**config.mk**
```make
export PLATFORM = sky130hd
export DESIGN_NAME = rf_write_arbiter
export DESIGN_NICKNAME = d
export VERILOG_FILES = /design/src/rtl/rf_write_arbiter.sv
export SDC_FILE = /design/constraint.sdc
export NUM_CORES = 1
export LEC_CHECK = 0
export CAP_MARGIN = 0
export CORE_ASPECT_RATIO = 0.7
export CORE_MARGIN = 3
export CORE_UTILIZATION = 35
export CTS_BUF_LIST = sky130_fd_sc_hd__clkbuf_4
export CTS_CLUSTER_DIAMETER = 30
export DETAILED_ROUTE_END_ITERATION = 10
export PLACE_DENSITY = 0.73
export SYNTH_ARGS = -nofsm -noshare
export SYNTH_HDL_FRONTEND = slang
export SYNTH_SLANG_ARGS = --single-unit
export TNS_END_PERCENT = 30
```
**constraint.sdc**
```tcl
create_clock -name clk -period 10.9 [get_ports clk]
set_clock_uncertainty 0.1 [all_clocks]
set_input_delay 1.635 -clock clk [delete_from_list [all_inputs] [get_ports clk]]
set_output_delay 1.635 -clock clk [all_outputs]
set_load 0.01 [all_outputs]
```
**src/rtl/rf_write_arbiter.sv**
```systemverilog
// Arbitrates the register-file write port between the WB stage and a buffered
// debug/preload port; WB wins, debug drains in idle slots or by a forced stall.
//
// state | meaning
// IDLE  | debug FIFO empty, starvation counter cleared
// WAIT  | debug entries pending; served when WB is idle, counter tracks denials
// STALL | pipeline held; FIFO head written every cycle until the FIFO is empty
module rf_write_arbiter #(
    parameter int XLEN         = 64,
    parameter int FIFO_DEPTH   = 2,
    parameter int STARVE_LIMIT = 8
) (
    input  logic                          clk,
    input  logic                          reset,
    input  logic                          wb_we,
    input  logic [4:0]                    wb_rd,
    input  logic [XLEN-1:0]               wb_data,
    input  logic                          dbg_valid,
    output logic                          dbg_ready,
    input  logic [4:0]                    dbg_rd,
    input  logic [XLEN-1:0]               dbg_data,
    output logic                          rf_we,
    output logic [4:0]                    rf_rd,
    output logic [XLEN-1:0]               rf_wdata,
    output logic                          pipe_stall,
    output logic [$clog2(FIFO_DEPTH):0]   dbg_count,
    output logic                          dbg_x0_drop
);

    localparam int AW = $clog2(FIFO_DEPTH);
    localparam int CW = AW + 1;
    localparam logic [7:0] LIMIT = 8'(STARVE_LIMIT);

    typedef enum logic [1:0] {IDLE, WAIT, STALL} state_t;

    state_t            state, state_next;
    logic [4:0]        fifo_rd   [FIFO_DEPTH];
    logic [XLEN-1:0]   fifo_data [FIFO_DEPTH];
    logic [AW-1:0]     wr_ptr, rd_ptr;
    logic [CW-1:0]     count, count_next;
    logic [7:0]        starve_cnt, starve_next;
    logic              wb_req, push, pop, grant_dbg, grant_wb;
    logic [4:0]        head_rd;
    logic [XLEN-1:0]   head_data;

    assign wb_req    = wb_we && (wb_rd != 5'd0);
    assign push      = dbg_valid && dbg_ready;
    assign head_rd   = fifo_rd[rd_ptr];
    assign head_data = fifo_data[rd_ptr];
    assign dbg_count = count;

    always_comb begin
        state_next  = state;
        starve_next = starve_cnt;
        pop         = 1'b0;
        grant_dbg   = 1'b0;
        grant_wb    = 1'b0;
        count_next  = count;
        case (state)
            IDLE: begin
                grant_wb = wb_req;
                if (push) state_next = WAIT;
            end
            WAIT: begin
                if (wb_req) begin
                    grant_wb    = 1'b1;
                    starve_next = (starve_cnt >= LIMIT) ? LIMIT : starve_cnt + 8'd1;
                    if (starve_next == LIMIT) state_next = STALL;
                end else begin
                    grant_dbg   = 1'b1;
                    pop         = 1'b1;
                    starve_next = 8'd0;
                end
            end
            STALL: begin
                grant_dbg   = 1'b1;
                pop         = 1'b1;
                starve_next = 8'd0;
            end
            default: state_next = IDLE;
        endcase
        count_next = count + CW'(push) - CW'(pop);
        if (pop && count_next == '0) state_next = IDLE;
    end

    // A popped x0 entry consumes its slot but never reaches the register file.
    always_comb begin
        rf_we    = 1'b0;
        rf_rd    = 5'd0;
        rf_wdata = '0;
        if (reset) begin
            if (grant_dbg) begin
                if (head_rd != 5'd0) begin
                    rf_we    = 1'b1;
                    rf_rd    = head_rd;
                    rf_wdata = head_data;
                end
            end else if (grant_wb) begin
                rf_we    = 1'b1;
                rf_rd    = wb_rd;
                rf_wdata = wb_data;
            end
        end
    end

    always_ff @(posedge clk or negedge reset) begin
        if (!reset) begin
            state       <= IDLE;
            wr_ptr      <= '0;
            rd_ptr      <= '0;
            count       <= '0;
            starve_cnt  <= 8'd0;
            dbg_ready   <= 1'b0;
            pipe_stall  <= 1'b0;
            dbg_x0_drop <= 1'b0;
        end else begin
            state       <= state_next;
            count       <= count_next;
            starve_cnt  <= starve_next;
            if (push) wr_ptr <= wr_ptr + AW'(1);
            if (pop)  rd_ptr <= rd_ptr + AW'(1);
            dbg_ready   <= (count_next < CW'(FIFO_DEPTH)) && (state_next != STALL);
            pipe_stall  <= (state_next == STALL);
            dbg_x0_drop <= pop && (head_rd == 5'd0);
        end
    end

    always_ff @(posedge clk) begin
        if (push) begin
            fifo_rd[wr_ptr]   <= dbg_rd;
            fifo_data[wr_ptr] <= dbg_data;
        end
    end

endmodule

```
Word-level counts from Yosys, hierarchy flattened --
Memory sizes are Yosys's and may differ from the RTL's. Cells that the tools add are included.
Word-level totals: input port bits 142, logic and storage cells 59, memories kept 2, bits in writable memories 138, output and inout bits 75, register bits 17
Operators by class: eq/ne operators 5, add/sub/neg operators 5, multiplexer cells 26, $lt $le $gt $ge 2, reduce and logical (&&, ||, !) cells 11
Memories:
- fifo_data | depth 2, bits a word 64, rd ports 1, clocked after memory_dff 0, wr ports 1, RTL line 38 | logic [XLEN-1:0] fifo_data [FIFO_DEPTH];
- fifo_rd | depth 2, bits a word 5, rd ports 1, clocked after memory_dff 0, wr ports 1, RTL line 37 | logic [4:0] fifo_rd [FIFO_DEPTH];
Operators by type and width (number):
- 64-bit two-way mux | 4
- 5-bit two-way mux | 4
- 8-bit two-way mux | 2
- 8-bit one-hot mux with 2 select lines | 1
- 5-bit nonzero test | 2
- 8-bit by 1-bit adder with 8-bit output, second input constant | 1
- 8-bit by 4-bit == test with 1-bit output, second input constant | 1
- 8-bit by 4-bit greater-or-equal comparator with 1-bit output, second input constant | 1
- 1-bit two-way mux | 8
- 2-bit two-way mux | 4
- 2-bit one-hot mux with 3 select lines | 1
- 1-bit logical AND | 5
- 5-bit zero test | 1
- 2-bit == test, second input constant | 2
- 2-bit zero test | 2
- 1-bit one-hot mux with 2 select lines | 2
- 1-bit adder, second input constant | 2
- 2-bit by 1-bit adder with 2-bit output | 1
- 2-bit by 1-bit == test with 1-bit output, second input constant | 1
- 2-bit less-than comparator, second input constant | 1
- 2-bit != test, second input constant | 1
- 2-bit nonzero test | 1
- 2-bit by 1-bit subtractor with 2-bit output | 1

Longest topological paths before layout --
word-level depth 10, depth in mapped cells 13, gate-level depth less buffers 12

Least setup slack after synthesis --
No wires, ideal clock.
path kind input to register, start point input port dbg_valid, end point memory fifo_data[0][0] (enable), path slack 5666 ps, stages on the path 2, data arrival time 4637 ps, path buffers 0, cell sequence nand2_1 -> nor2_1
Between the ends: longest elaborated chain between the ends 3
Ends and longest elaborated chain:
- from (decl) | RTL line 18 | input logic dbg_valid,
- 1-bit logical AND | RTL line 47 | assign push = dbg_valid && dbg_ready;
- 1-bit two-way mux | RTL line 129 | if (push) begin
- 1-bit two-way mux (implied by the code) | RTL line 131 | fifo_data[wr_ptr] <= dbg_data;
- to (decl) | RTL line 38
Every way passes these cells.

Worst setup path after layout --
start point input port wb_we, end point output port rf_wdata[4]
Between the ends: longest elaborated chain between the ends 6
Ends and longest elaborated chain:
- from (decl) | RTL line 15 | input logic wb_we,
- 1-bit logical AND * | RTL line 46 | assign wb_req = wb_we && (wb_rd != 5'd0);
- 1-bit two-way mux | RTL line 65 | if (wb_req) begin
- 1-bit one-hot mux with 2 select lines | RTL line 59 | case (state)
- 64-bit two-way mux | RTL line 98 | end else if (grant_wb) begin
- 64-bit two-way mux * | RTL line 92 | if (grant_dbg) begin
- 64-bit two-way mux * | RTL line 91 | if (reset) begin
- to (decl) | RTL line 24 | output logic [XLEN-1:0] rf_wdata,
Mark *: on every way between the ends. The rest lies on a longest branch, timed or not.

==> summary.md <==
| Metric | Value |
|---|---|
| Critical Path End Type | `primary output` |
| Worst r2r dst | `pipe_stall` |
| Total Power | `roughly 2 mW` |
| Worst reg2reg path depth | `13` |
| WHS Endpoint | `starve_cnt[6]` |
| Die area | `22700 µm²` |
| Peak VDD IR | `roughly 0.096 mV` |
| Util after Layout | `approximately 50%` |
| Clock root cell | `clkbuf_4` |
| Critical Path AT | `between 4 and 5 ns` |
| Ys async rst share | `a little over a tenth` |
| Clk buf depth | `2` |
| Num rows | `43` |
| CTS tree | `yes` |
| Clock sink count | `155` |
| P&R area growth vs syn | `36.1%` |
| Dominant synthesized flop cell | `edfxtp_1` |
| Post-synth EDFFs | `138` |
| WS Path Type | `primary input to primary output` |
| Register bit count reported by yosys | `155` |
| Setup ws final | `~4.5 ns` |
| Final std cells w/o fill | `1034` |
| Global-route usage over all layers | `16.7%` |
| Share of post-route cells with drive strength above 1 | `15.7%` |
| Nets | `roughly 900` |
| Starting Density | `36.3%` |
| Post-Syn Instances | `roughly 560` |
| CP Cell Sequence | `clkdlybuf4s50_1 > nor2b_1 > o21ai_4 > buf_4 > a211oi_4 > buf_4 > a211oi_1 > clkdlybuf4s50_1` |
| Final max-slew violation count | `0` |
| Max FO, Critical Path | `52` |
| Worst r2r src | `state[1]` |
| Die span in y | `127 µm` |
| Mapped Area | `between 7000 and 8000 µm²` |
| Final worst-path cycle share | `approximately 59%` |
| Io pins | `217` |
| CP peak stage delay | `0.62 ns` |
| First-pass GRT wire length | `29300 µm` |
| Die width | `179 µm` |
| Fmax | `156 MHz` |
| Final min period | `6.41 ns` |
| Met2 routed WL | `8490 µm` |
| Critical Path RT | `9.17 ns` |
| Commonest cells after routing, fill and taps aside | `clkdlybuf4s50_1 (216), edfxtp_1 (138), o21ai_0 (73)` |
| DRT iter0 DRCs | `307` |
| Met3 wire len | `1400 µm` |
| Port Buf Inserts | `216` |
| Netlist cell types | `42` |
| Leakage | `3.18 nW` |
| CTS Buf Count | `17` |
| Worst path slowest cell | `buf_4` |
| Slew at the pin closest to its max-slew limit | `slightly above 1 ns` |
| Via-per-instance ratio | `5.23` |
| DRT Pass-1 Iters | `4` |
| R2R Setup Slk | `7.05 ns` |
| Worst Hold Class | `flip-flop to flip-flop` |
| DP Area | `9690 µm²` |
| Antenna violations before repair | `0` |
| Setup repair after global routing missed its margin | `false` |
| Total Neg Setup Slack | `0 ns` |
| Part of the power in registers | `around two fifths` |
| DR WL/cell | `18.3 µm` |
| Comb power frac | `43.3%` |
| Via Count | `5411` |
| Final setup viols | `0` |
| Outcome | `complete, no violations` |
| Final hold slack | `0.406 ns` |
| HPWL after DPL | `12500 µm` |
| Largest net degree at the start of global routing | `70` |
| Worst hold path depth | `1` |
| Fillers | `about 1800` |
| Int Power | `approximately 1.3 mW` |
| Kind of start point of the critical path | `primary input` |
| Post-cts hold buffer count | `0` |
| Place WS | `between 4 and 5 ns` |
| H-tree levels | `4` |
| Switch share | `35.6%` |
| Power share of the clock group | `16.1%` |
| Final instance area | `9940 µm²` |
| Commonest non-fill, non-tap cell in the layout | `clkdlybuf4s50_1` |
| Placed Cells | `around 1000` |
| Register area share after synthesis | `a little over three fifths` |
| Post-route ant nets | `0` |
| Core Footprint | `20100 µm²` |
| Highest routed layer | `met4` |
| Post-synthesis area per instance | `13.1 µm²` |
| Clk_lat worst skew | `0.52 ns` |
| Routed wire length | `around 19000 µm` |
| Antenna Cells | `0` |
| Total grt overflow | `0` |
| PostCTS Resize Cnt | `0` |
| RD Place Congestion | `0.746` |
| Worst Hold Launch | `starve_cnt[6]` |
| CTS clk-pin slew, worst paths | `0.13 ns` |
| Post-CTS Repair Setup Buffers | `0` |
| Max-Cap Viols | `0` |
| Slew HR | `31.9%` |
| PwrDens | `202 nW/µm²` |
| Final hold vios | `0` |
| Psw | `between 0.7 and 0.8 mW` |
| Synthesized Nets | `between 700 and 800` |
| Number of global-route vias before repair | `5406` |
| Residual DRC | `0` |
| Synth warn | `0` |
| DRT met1 WL | `8880 µm` |
## power groups by stage
stage / Combinational, mW / Clock (mW) / Sequential (mW)
after global placement: 0.866 / 0 / 0.826
after floorplan: 0.544 / 0 / 0.800
after detailed placement: 0.873 / 0 / 0.829
after global routing: 0.952 / 0.366 / 0.825
after CTS: 0.880 / 0.337 / 0.815
final: 0.869 / 0.323 / 0.814
## synthesized netlist by cell type (all sizes together) (2+ instances only)
cell	instances	area, µm²
a211oi	65	493
a21o	2	15.0
a21oi	6	30.0
and3	3	18.8
buf	9	72.6
clkbuf	44	165
dfrtp	17	425
edfxtp	138	4140
ha	8	100
inv	11	41.3
mux2	69	777
nand2	3	11.3
nand3	69	345
nor2	7	26.3
nor2b	6	37.5
nor3	4	20.0
nor4	2	18.8
o21ai	74	370
o41ai	3	26.3
or2	2	12.5
or4	2	15.0
## cell type report
type                       instances  area, µm²  area share, %
sequential                       155       4570           46.0
multi-input combinational        340       2500           25.1
timing repair buffer             226       2240           22.5
tap                              270        338           3.40
clock buffer                      18        135           1.36
clock inverter                    14        119           1.20
inverter                          11       41.3          0.415
## state kept, by name, indices dropped and copies added (netlist names)
name	cells
fifo_data	128
wr_ptr	1
starve_cnt	8
pipe_stall	1
dbg_x0_drop	1
dbg_ready	1
fifo_rd	10
rd_ptr	1
dbg_count	2
state	2
## cell families after synthesis
group | synth area share (%)
buf+inv | 3.82
simple gates | 7.23
fa+ha+maj | 1.37
xor+xnor | 0.565
flops | 62.5
compound gates | 13.8
mux | 10.6
## routing by layer
layer / GRT usage, % / vias up
met1: 22.7 / 2652
met4: 4.30 / 0
met2: 25.8 / 174
met3: 5.83 / 11
met5: 0 / -
li1: - / 2574
## how the worst max path moves through the flow
| stage | startpoint | to | slack, ns | cells past startpoint |
|---|---|---|---|---|
| detailed placement | wb_we | rf_wdata[4] | 4.50 | 8 |
| floorplan | dbg_valid | fifo_data[0][0] | 5.67 | 2 |
| CTS | wb_we | rf_wdata[4] | 4.49 | 8 |
| finish | wb_we | rf_wdata[4] | 4.49 | 8 |
| global route | wb_we | rf_wdata[45] | 4.32 | 8 |
| global placement | wb_we | rf_wdata[45] | 4.54 | 8 |
## worst max-delay path, delay by kind of cell
family | cells | cell delay, ns
buffers and inverters | 4 | 2.01
AOI/OAI and AO/OA | 3 | 0.92
and+or+nand+nor | 1 | 0.09
No activity file was read; power rests on OpenSTA's default activity.
